**src/rtl/seg7_pkg.sv**
```systemverilog
// Shared constants for the seven-segment display blocks: active-low segment
// patterns for hex digits, the blank pattern and the anode-off level.
package seg7_pkg;

    typedef logic [3:0] nibble_t;
    typedef logic [6:0] seg_t;

    localparam seg_t SEG_BLANK = 7'h7F;
    localparam logic ANODE_OFF = 1'b1;

    // Element k holds the {g,f,e,d,c,b,a} active-low pattern for hex digit k.
    localparam logic [15:0][6:0] HEX_SEG = {
        7'h0E, 7'h06, 7'h21, 7'h46, 7'h03, 7'h08, 7'h10, 7'h00,
        7'h78, 7'h02, 7'h12, 7'h19, 7'h30, 7'h24, 7'h79, 7'h40
    };

endpackage

```
**src/rtl/hex_to_seg.sv**
```systemverilog
// Combinational hex nibble to active-low seven-segment pattern decoder.
module hex_to_seg
    import seg7_pkg::*;
(
    input  logic [3:0] hex,
    output logic [6:0] seg
);

    assign seg = HEX_SEG[hex];

endmodule

```
**src/rtl/seg7_scan.sv**
```systemverilog
// Time-multiplexed hex display scanner with a double-buffered display word
// that only changes at frame boundaries, so a frame never shows two words.
module seg7_scan
    import seg7_pkg::*;
#(
    parameter int NUM_DIGITS = 8,
    parameter int DATA_W     = 4 * NUM_DIGITS
) (
    input  logic                  clk,
    input  logic                  reset,
    input  logic                  clk_en,
    input  logic                  load,
    input  logic [DATA_W-1:0]     data_in,
    input  logic [NUM_DIGITS-1:0] dp_mask,
    output logic [NUM_DIGITS-1:0] an,
    output logic [6:0]            seg,
    output logic                  dp,
    output logic                  frame_done,
    output logic                  pending
);

    localparam int IDX_W = $clog2(NUM_DIGITS);

    logic [IDX_W-1:0]      idx_reg;
    logic [IDX_W-1:0]      idx_next;
    logic [DATA_W-1:0]     shadow_reg;
    logic [DATA_W-1:0]     shadow_next;
    logic [DATA_W-1:0]     disp_reg;
    logic [DATA_W-1:0]     disp_next;
    logic                  pending_reg;
    logic                  pending_next;
    logic                  wrap;
    logic [3:0]            nibble;
    logic [6:0]            seg_dec;
    logic [NUM_DIGITS-1:0] an_next;

    assign idx_next = idx_reg + IDX_W'(1);
    assign wrap     = (idx_next == '0);

    // A load on the wrap tick bypasses the shadow and wins over a pending word.
    always_comb begin
        shadow_next  = shadow_reg;
        disp_next    = disp_reg;
        pending_next = pending_reg;
        if (clk_en && wrap) begin
            if (load) begin
                disp_next = data_in;
            end else if (pending_reg) begin
                disp_next = shadow_reg;
            end
            pending_next = 1'b0;
        end else if (load) begin
            shadow_next  = data_in;
            pending_next = 1'b1;
        end
    end

    // Decode from the post-commit word so digit 0 of a new frame is current.
    assign nibble = disp_next[{idx_next, 2'b00} +: 4];

    hex_to_seg u_hex_to_seg (
        .hex (nibble),
        .seg (seg_dec)
    );

    generate
        for (genvar gi = 0; gi < NUM_DIGITS; gi++) begin : g_anode
            assign an_next[gi] = (idx_next == IDX_W'(gi)) ? ~ANODE_OFF : ANODE_OFF;
        end
    endgenerate

    always_ff @(posedge clk or negedge reset) begin
        if (!reset) begin
            idx_reg     <= IDX_W'(NUM_DIGITS - 1);
            shadow_reg  <= '0;
            disp_reg    <= '0;
            pending_reg <= 1'b0;
            an          <= {NUM_DIGITS{ANODE_OFF}};
            seg         <= SEG_BLANK;
            dp          <= 1'b1;
            frame_done  <= 1'b0;
        end else begin
            shadow_reg  <= shadow_next;
            disp_reg    <= disp_next;
            pending_reg <= pending_next;
            frame_done  <= clk_en & wrap;
            if (clk_en) begin
                idx_reg <= idx_next;
                an      <= an_next;
                seg     <= seg_dec;
                dp      <= ~dp_mask[idx_next];
            end
        end
    end

    assign pending = pending_reg;

endmodule

```
**config.mk**
```make
export PLATFORM = sky130hd
export DESIGN_NAME = seg7_scan
export DESIGN_NICKNAME = d
export VERILOG_FILES = /design/src/rtl/seg7_pkg.sv /design/src/rtl/hex_to_seg.sv /design/src/rtl/seg7_scan.sv
export SDC_FILE = /design/constraint.sdc
export NUM_CORES = 1
export LEC_CHECK = 0
export ABC_AREA = 1
export BUFFER_PORTS_ARGS = -buffer_cell sky130_fd_sc_hd__buf_2
export CORE_AREA = 4 4 103 105
export CTS_BUF_LIST = sky130_fd_sc_hd__clkbuf_16
export DETAILED_ROUTE_END_ITERATION = 10
export DIE_AREA = 0 0 107 109
export PLACE_DENSITY = 0.69
export SLEW_MARGIN = 30
export SYNTH_ARGS = -nofsm -noshare
export SYNTH_HDL_FRONTEND = slang
export SYNTH_SLANG_ARGS = --single-unit
```
**constraint.sdc**
```tcl
create_clock -name clk -period 7.5 [get_ports clk]
set_input_delay 1.125 -clock clk [delete_from_list [all_inputs] [get_ports clk]]
set_output_delay 1.125 -clock clk [all_outputs]
set_load 0.1 [all_outputs]
```
==> results of run 1 <==
-- report_power, final --
group / switching, µW / leakage (µW) / total [µW] / internal [µW]
Combinational: 1060 / 0.00161 / 1470 / 409
Sequential: 117 / 0.00101 / 772 / 654
Clock: 182 / 0.000149 / 436 / 254
Total: 1360 / 0.00277 / 2680 / 1320
-- through the flow --
step | utilization, % | setup slack, ps
after detailed placement | 52.5 | 3790
after global placement | 52.5 | 3980
after CTS | 55.5 | 3750
final | 55.5 | 3720
after global routing | 55.5 | 3440
after floorplan | - | 4720
-- synthesized netlist by cell type (9+ instances only) --
library cell    n
dfrtp_1        66
o21ai_0        14
o21ai_1        12
nor2_1         19
nand2_1       239
dfstp_2        19
ha_1           11
nand3_1        79
nand2_2         9
buf_6          10
mux2_2         22
inv_1          29
a21oi_1        15
-- cells by family (layout without fill, tap and decap cells) --
logic type	count (synthesis)	after routing	share of synthesized area, %
DFF	85	85	44.9
adders and majority gates	11	11	2.88
AOI/OAI and AO/OA	51	51	6.35
buffers and inverters	62	113	7.16
xor gates and xnor gates	1	1	0.183
and+or+nand+nor	358	358	33.3
muxes	22	22	5.18
-- layout make-up --
| type | instances | area (µm²) | share of cell area [%] |
|---|---|---|---|
| Inverter | 35 | 131 | 2.46 |
| Timing Repair Buffer | 62 | 319 | 5.97 |
| Clock inverter | 7 | 60.1 | 1.12 |
| Sequential cell | 85 | 2150 | 40.2 |
| Multi-Input combinational cell | 443 | 2290 | 42.9 |
| Tap cell | 133 | 166 | 3.11 |
| Clock buffer | 9 | 225 | 4.21 |
-- metal layers --
layer	track usage (%)	part of all wire, %	vias up
met3	3.20	5.3	13
met2	32.6	46	128
met5	0	0	-
met4	7.49	1.5	0
met1	28.3	47	1939
li1	-	-	1994
-- worst min-delay path: cells and delay by family (launching register included) --
kind | cells | cell delay (ps)
DFF | 1 | 370
and+or+nand+nor | 2 | 100
-- worst paths after layout --
check | from | slack (ps) | endpoint | depth (start not counted)
min | seg[4] | 470 | seg[4] | 2
max reg2reg | idx_reg[0] | 3720 | seg[3] | 14
min reg2reg | seg[4] | 470 | seg[4] | 2
min in group asynchronous | reset | 840 | shadow_reg[3] | 1
max | idx_reg[0] | 3720 | seg[3] | 14
max in group asynchronous | reset | 6120 | shadow_reg[13] | 1
==> results_dict.tcl, run 1 <==
set metrics [dict create \
    grt_use_total_pct 20.4 \
    synth-edff-count 0 \
    diodes 0 \
    routed_wl_um 11300 \
    avgSynthCellArea_um2 8.11 \
    syn_nets 645 \
    ant_nets 0 \
    dieArea_um2 11700 \
    clock_latency_ps 340 \
    powerDensity_nw_per_um2 501 \
    rsz0062_at_grt "false" \
    io_pins 62 \
    grt_max_degree 86 \
    cp-start-kind "flip-flop" \
    critPathBufInv 3 \
    fin_setup_tns_ps 0 \
    min_period_over_period_pct 50.5 \
    crit_slowest_cell "dfstp_2" \
    worstPathMaxFanout 25 \
    synthTopCellsByArea "dfrtp_1, nand2_1, dfstp_2, nand3_1, mux2_2" \
    die_w_um 107 \
    crit_chain "inv_1, ha_1, clkinv_1, nand3_1, nand3_1, nand2_2, inv_1, ha_1, nand3_1, nand2_1, nand2_1, nand2_1, nand2_1, nand2_1" \
    end_kind "flip-flop" \
    crit_required_ps 7770 \
    final_cell_mix "nand2_1, nand3_1, dfrtp_1" \
    start_util_pct 49.6 \
    tightest_slew_ps 773 \
    arrival_ps 4050 \
    drive_above_1_share_pct 22.9 \
    hpwl_um 7660 \
    maxCapViolations 0 \
    final_nets 691 \
    vias 4074 \
    slew_viol_final 0 \
    die_h_um 109 \
    synth_top_area_cell "dfrtp_1" \
    ys.flop_type "dfrtp_1" \
    cts_tree "done" \
    yosysSeqAreaShare_pct 44.9 \
    syn_inst 590 \
    path_delay_family "buffers and inverters" \
    htree_levels 3 \
    numCtsBuffers 9 \
    holdBufCountCts 0 \
    period_needed_ps 3780 \
    drc 0 \
    hp-class "reg -> reg" \
    antenna_found_initial 0 \
    drt-initial-drc-count 271 \
    critPathKind "reg -> reg" \
    slew_headroom_pct 48.4 \
    dp_cells 758 \
    fin_cells 774 \
    worst_path_most_repeated_cell "nand2_1" \
    overflow 0 \
    ys_ff_latch 85 \
    yosysWarnings 0 \
    p_leak_uw 0.00277 \
    syn2layout_area_growth_pct 11.7 \
    synthArstFlopShare_pct 100 \
    max_stage_delay_ps 870 \
    setup_violations 0 \
    hold_viol 0 \
    avgViaCountPerCell 5.26 \
    post_cts_buffers 0 \
    cts_resized 0 \
    hold-worst-slack_ps 470 \
    placed_cell_area_um2 5060 \
    fin_skew_ps 9.33 \
    rows 36 \
    p_total_uw 2680 \
    status "finished clean" \
    layout_commonest_cell "nand2_1" \
    core_area_um2 9640 \
    clockBufferDepth 2 \
    firstDrtPassIters 5 \
    cts_sinks 85 \
    synth_cell_type_count 31 \
    vdd_drop_max_v 0.000384 \
    io_buffers 61 \
    first_global_vias 3946 \
    grt_pass1_wl_um 19000 \
    netlist_area_um2 4790 \
    yosysTopAreaCellShare_pct 34.5 \
    wl_per_cell_um 14.6 \
    cts_root_buf "clkbuf_16" \
    maxClockFrequency_ghz 0.264 \
    nFillCells 915 \
    final_area_um2 5350 \
    finalWeightedCongestion 0.935 \
    clk_pin_slew_ps 60 \
]
Power figures use the tool's default switching activity.
==> inputs of run 2 (changes only) <==
==> constraint.sdc (replaced) <==
create_clock -name clk -period 3.85 [get_ports clk]
set_input_delay 0.5775 -clock clk [delete_from_list [all_inputs] [get_ports clk]]
set_output_delay 0.5775 -clock clk [all_outputs]
set_load 0.1 [all_outputs]
==> run 2 against run 1 <==
Net effect:
- first-iteration DRC count decreased by 21%
- via count decreased by 2.8%
- clock power increased by 100%
- non-clock buffer count increased by 2
- hold slack got worse by 170 ps
- final cell count increased by 0.26%
- design area increased by 0.84%
- largest cell class unchanged
- highest routed layer unchanged
==> results_dict.tcl, run 2 (synthesized netlist as in run 1, its figures left out) <==
set metrics [dict create \
    drc 0 \
    nFillCells 937 \
    final_nets 693 \
    r2r_start "idx_reg[0]" \
    cp-start-kind "flip-flop" \
    arrival_ps 3670 \
    start_util_pct 49.6 \
    die_h_um 109 \
    die_w_um 107 \
    regToRegSetupSlack_ps 440 \
    p_leak_uw 0.00279 \
    crit_required_ps 4120 \
    worstPathMaxFanout 25 \
    critPathBufInv 3 \
    fin_cells 776 \
    antenna_found_initial 0 \
    cts_root_buf "clkbuf_16" \
    holdBufCountCts 0 \
    avgViaCountPerCell 5.10 \
    vdd_drop_max_v 0.000880 \
    cts_sinks 85 \
    fin_skew_ps 7.23 \
    hpwl_um 7420 \
    cts_resized 0 \
    grt_max_degree 86 \
    rsz0062_at_grt "false" \
    ant_nets 0 \
    reg2reg_depth 14 \
    htree_levels 3 \
    critPathKind "reg -> reg" \
    regArea_um2 2150 \
    numCtsBuffers 9 \
    dieArea_um2 11700 \
    crit_slowest_cell "dfstp_2" \
    setup_violations 0 \
    tightest_slew_ps 746 \
    grt_use_total_pct 20.4 \
    slew_headroom_pct 50.3 \
    period_needed_ps 3410 \
    firstDrtPassIters 5 \
    powerDensity_nw_per_um2 971 \
    cts_tree "done" \
    end_kind "flip-flop" \
    hold_viol 0 \
    maxCapViolations 0 \
    clockBufferDepth 2 \
    maxClockFrequency_ghz 0.294 \
    hp-class "in -> async" \
    crit_chain "inv_1, ha_1, clkinv_1, nand3_1, nand3_1, nand2_2, inv_1, ha_1, nand3_1, nand2_1, nand2_1, nand2_1, nand2_1, nand2_1" \
    io_pins 62 \
    routed_wl_um 10900 \
    layout_commonest_cell "nand2_1" \
    dp_cells 760 \
    final_cell_mix "nand2_1, nand3_1, dfrtp_1" \
    wl_per_cell_um 14.1 \
    grt_pass1_wl_um 19100 \
    finalWeightedCongestion 0.913 \
    slew_viol_final 0 \
    r2r-end "seg[3]" \
    min_period_over_period_pct 88.5 \
    clock_latency_ps 330 \
    core_area_um2 9640 \
    max_stage_delay_ps 860 \
    overflow 0 \
    first_global_vias 3982 \
    post_cts_buffers 0 \
    vias 3959 \
    worst_path_most_repeated_cell "nand2_1" \
    fin_setup_tns_ps 0 \
    rows 36 \
    diodes 0 \
    io_buffers 61 \
    path_delay_family "adder cells" \
    syn2layout_area_growth_pct 12.6 \
    status "finished clean" \
    clk_pin_slew_ps 60 \
    drive_above_1_share_pct 23.2 \
    drt-initial-drc-count 213 \
    multiInputGateArea_um2 2290 \
]
run 2: cell count changes in the layout (fill, tap and decap cells not counted):
cell	before	now
clkinv_4	1	0
clkinv_2	2	1
clkbuf_16	9	10
inv_4	0	1
buf_4	1	2
buf_12	0	1
run 2: layout make-up:
type	count	area share, %
Tap cell	133	3.09
Multi-Input combinational cell	443	42.5
Timing Repair Buffer	64	6.43
Clock buffer	10	4.64
Clock inverter	6	0.975
Inverter	35	2.44
Sequential cell	85	39.9
run 2: worst max path at each step:
stage,end,cells after the start,from,slack (ps)
final,seg[3],14,idx_reg[0],440
after global routing,seg[3],14,idx_reg[0],150
after CTS,seg[3],14,idx_reg[0],450
after detailed placement,seg[3],14,idx_reg[0],480
after global placement,seg[0],14,idx_reg[0],610
after floorplan,seg[1],16,pending,1070
run 2: stage by stage:
step           setup slack (ps)  cell area, µm²  utilization, %  hold WS [ps]  total power (µW)
2_1_floorplan              1070            4790               -           282              3820
3_3_place_gp                608            5080            52.7           456              4290
3_5_place_dp                479            5090            52.8           458              4350
4_1_cts                     453            5390            55.9           336              5250
5_1_grt                     150            5390            55.9           366              5670
6_report                    444            5390            55.9           303              5230
run 2: routing by layer:
metal / vias to the layer above / GRT usage, % / share of wire [%]
li1: 2000 / - / -
met1: 1844 / 28.8 / 48
met2: 108 / 32.7 / 46
met3: 7 / 4.03 / 5.3
met4: 0 / 4.93 / 0.68
met5: - / 0 / 0
run 2: worst register-to-register path: stages (launching register included):
cell	delay (ps)
dfstp_2	860
inv_1	120
ha_1	650
clkinv_1	510
nand3_1	220
nand3_1	110
nand2_2	140
inv_1	100
ha_1	230
nand3_1	130
nand2_1	70
nand2_1	50
nand2_1	50
nand2_1	50
nand2_1	50
run 2: power by group:
part	leakage, µW	internal [µW]	switching, µW
sequential	0.00101	1270	211
clock	0.000158	535	345
combinational	0.00163	809	2060
total	0.00279	2620	2620
==> inputs of run 3 (changes only) <==
--- a/config.mk
+++ b/config.mk
@@ -7,11 +7,11 @@
 export LEC_CHECK = 0
 export ABC_AREA = 1
 export BUFFER_PORTS_ARGS = -buffer_cell sky130_fd_sc_hd__buf_2
-export CORE_AREA = 4 4 103 105
+export CORE_AREA = 4 4 79 137
 export CTS_BUF_LIST = sky130_fd_sc_hd__clkbuf_16
 export DETAILED_ROUTE_END_ITERATION = 10
-export DIE_AREA = 0 0 107 109
-export PLACE_DENSITY = 0.69
+export DIE_AREA = 0 0 83 141
+export PLACE_DENSITY = 0.68
 export SLEW_MARGIN = 30
 export SYNTH_ARGS = -nofsm -noshare
 export SYNTH_HDL_FRONTEND = slang
==> run 3 against run 2 <==
Net effect:
- wire length rose by 9.2%
- final cell count fell by 0.52%
- register-to-register slack improved by 390 ps
- worst setup slack better by 390 ps
- utilization is 0.18 points higher
- via count increased by 4.2%
- sequential share of layout area fell by 0.49 points
- combinational power grew 4%
- largest cell class unchanged
- largest power group unchanged
- highest routed layer unchanged
==> results_dict.tcl, run 3 (synthesized netlist as in run 1, its figures left out) <==
set metrics [dict create \
    min_period_over_period_pct 78.4 \
    final_cell_mix "nand2_1, nand3_1, dfrtp_1" \
    clockBufferDepth 2 \
    clock_latency_ps 340 \
    cts_resized 0 \
    drt-initial-drc-count 339 \
    arrival_ps 3290 \
    grt_max_degree 86 \
    max_stage_delay_ps 630 \
    avgViaCountPerCell 5.34 \
    fin_setup_tns_ps 0 \
    core_area_um2 9730 \
    p_total_uw 5510 \
    crit_slowest_cell "dfstp_2" \
    swShare_pct 49.3 \
    worst_path_most_repeated_cell "nand2_1" \
    firstDrtPassIters 5 \
    p_clk_share_pct 19.2 \
    antenna_found_initial 0 \
    first_global_vias 4287 \
    status "finished clean" \
    dp_cells 756 \
    tightest_slew_ps 793 \
    cts_tree "done" \
    crit_chain "ha_1, nand2_1, nand2_4, nand3_4, nand2_1, nand3_1, nand3_1, nand3_1, nand2_2, inv_1, ha_1, nand3_1, nand2_1, nand2_1, nand2_1, nand2_1, nand2_1" \
    syn2layout_area_growth_pct 14.0 \
    cp-start-kind "flip-flop" \
    period_needed_ps 3020 \
    drc 0 \
    fin_cells 772 \
    p_leak_uw 0.00282 \
    drive_above_1_share_pct 24.0 \
    holdBufCountCts 0 \
    overflow 0 \
    critPathKind "reg -> reg" \
    grt_pass1_wl_um 20200 \
    htree_levels 3 \
    rows 48 \
    routed_wl_um 11900 \
    worstPathMaxFanout 34 \
    rsz0062_at_grt "false" \
    grt_use_total_pct 21.4 \
    layout_commonest_cell "nand2_1" \
    io_pins 62 \
    die_h_um 141 \
    end_kind "flip-flop" \
    io_buffers 61 \
    comb_power_share_pct 54.2 \
    switchingPower_uw 2710 \
    intPower_uw 2790 \
    dieArea_um2 11700 \
    cts_root_buf "clkbuf_16" \
    vdd_drop_max_v 0.000728 \
    ant_nets 0 \
    p_seq_share_pct 26.5 \
    numCtsBuffers 9 \
    finalWeightedCongestion 0.840 \
    powerDensity_nw_per_um2 1010 \
    vias 4125 \
    diodes 0 \
    slew_viol_final 0 \
    nFillCells 953 \
    hpwl_um 8090 \
    start_util_pct 49.2 \
    final_nets 697 \
    post_cts_buffers 0 \
    maxCapViolations 0 \
    maxClockFrequency_ghz 0.331 \
    wl_per_cell_um 15.5 \
    hold_viol 0 \
    crit_required_ps 4120 \
    cts_sinks 85 \
    setup_violations 0 \
    fin_skew_ps 4.95 \
    clk_pin_slew_ps 60 \
    hp-class "in -> async" \
    die_w_um 83 \
    slew_headroom_pct 47.1 \
]
-- run 3: per-stage QoR --
step / setup slack [ps] / hold WS [ps] / cell area [µm²] / utilization (%)
after global placement: 955 / 458 / 5090 / 52.3
final: 832 / 274 / 5460 / 56.1
after global routing: 539 / 363 / 5460 / 56.1
after CTS: 836 / 339 / 5460 / 56.1
after floorplan: 1070 / 282 / 4790 / -
after detailed placement: 889 / 460 / 5090 / 52.4
-- run 3: area by class of cell --
cell class,instances,area [µm²],share of cell area (%)
clock inverter,7,138,2.52
multi-input combinational,443,2290,42.0
tap,125,156,2.87
inverter,35,131,2.41
sequential,85,2150,39.4
timing repair buffer,68,364,6.67
clock buffer,9,225,4.13
-- run 3: power groups by stage --
stage | combinational, µW | sequential (µW) | clock (µW)
floorplan | 1780 | 2040 | 0
global placement | 2900 | 1460 | 0
detailed placement | 2950 | 1470 | 0
CTS | 3000 | 1460 | 1070
global route | 3280 | 1500 | 1120
finish | 2990 | 1460 | 1060
-- run 3: worst max-delay path, delay by kind of cell, from the launching register on --
kind / cells / cell delay (ps)
and+or+nand+nor: 14 / 1750
DFF: 1 / 630
buffers and inverters: 1 / 100
adders and majority gates: 2 / 450
-- run 3: metal layers --
metal  track usage (%)  up-vias  wire (µm)
li1                  -     2012          -
met1              23.9     1965       4760
met2              39.3      120       6340
met3              4.44       28        541
met4              8.35        0        295
met5                 0        -          0
-- run 3: path summary, 6_finish.rpt --
path	start	to	slack (ps)	depth (start not counted)
max in group asynchronous	reset	disp_reg[28]	3020	1
worst min-delay path	reset	shadow_reg[27]	270	1
worst max-delay path	idx_reg[0]	seg[3]	830	17
worst max register to register	idx_reg[0]	seg[3]	830	17
worst min register to register	seg[5]	seg[5]	470	2
min in group clk	seg[5]	seg[5]	470	2
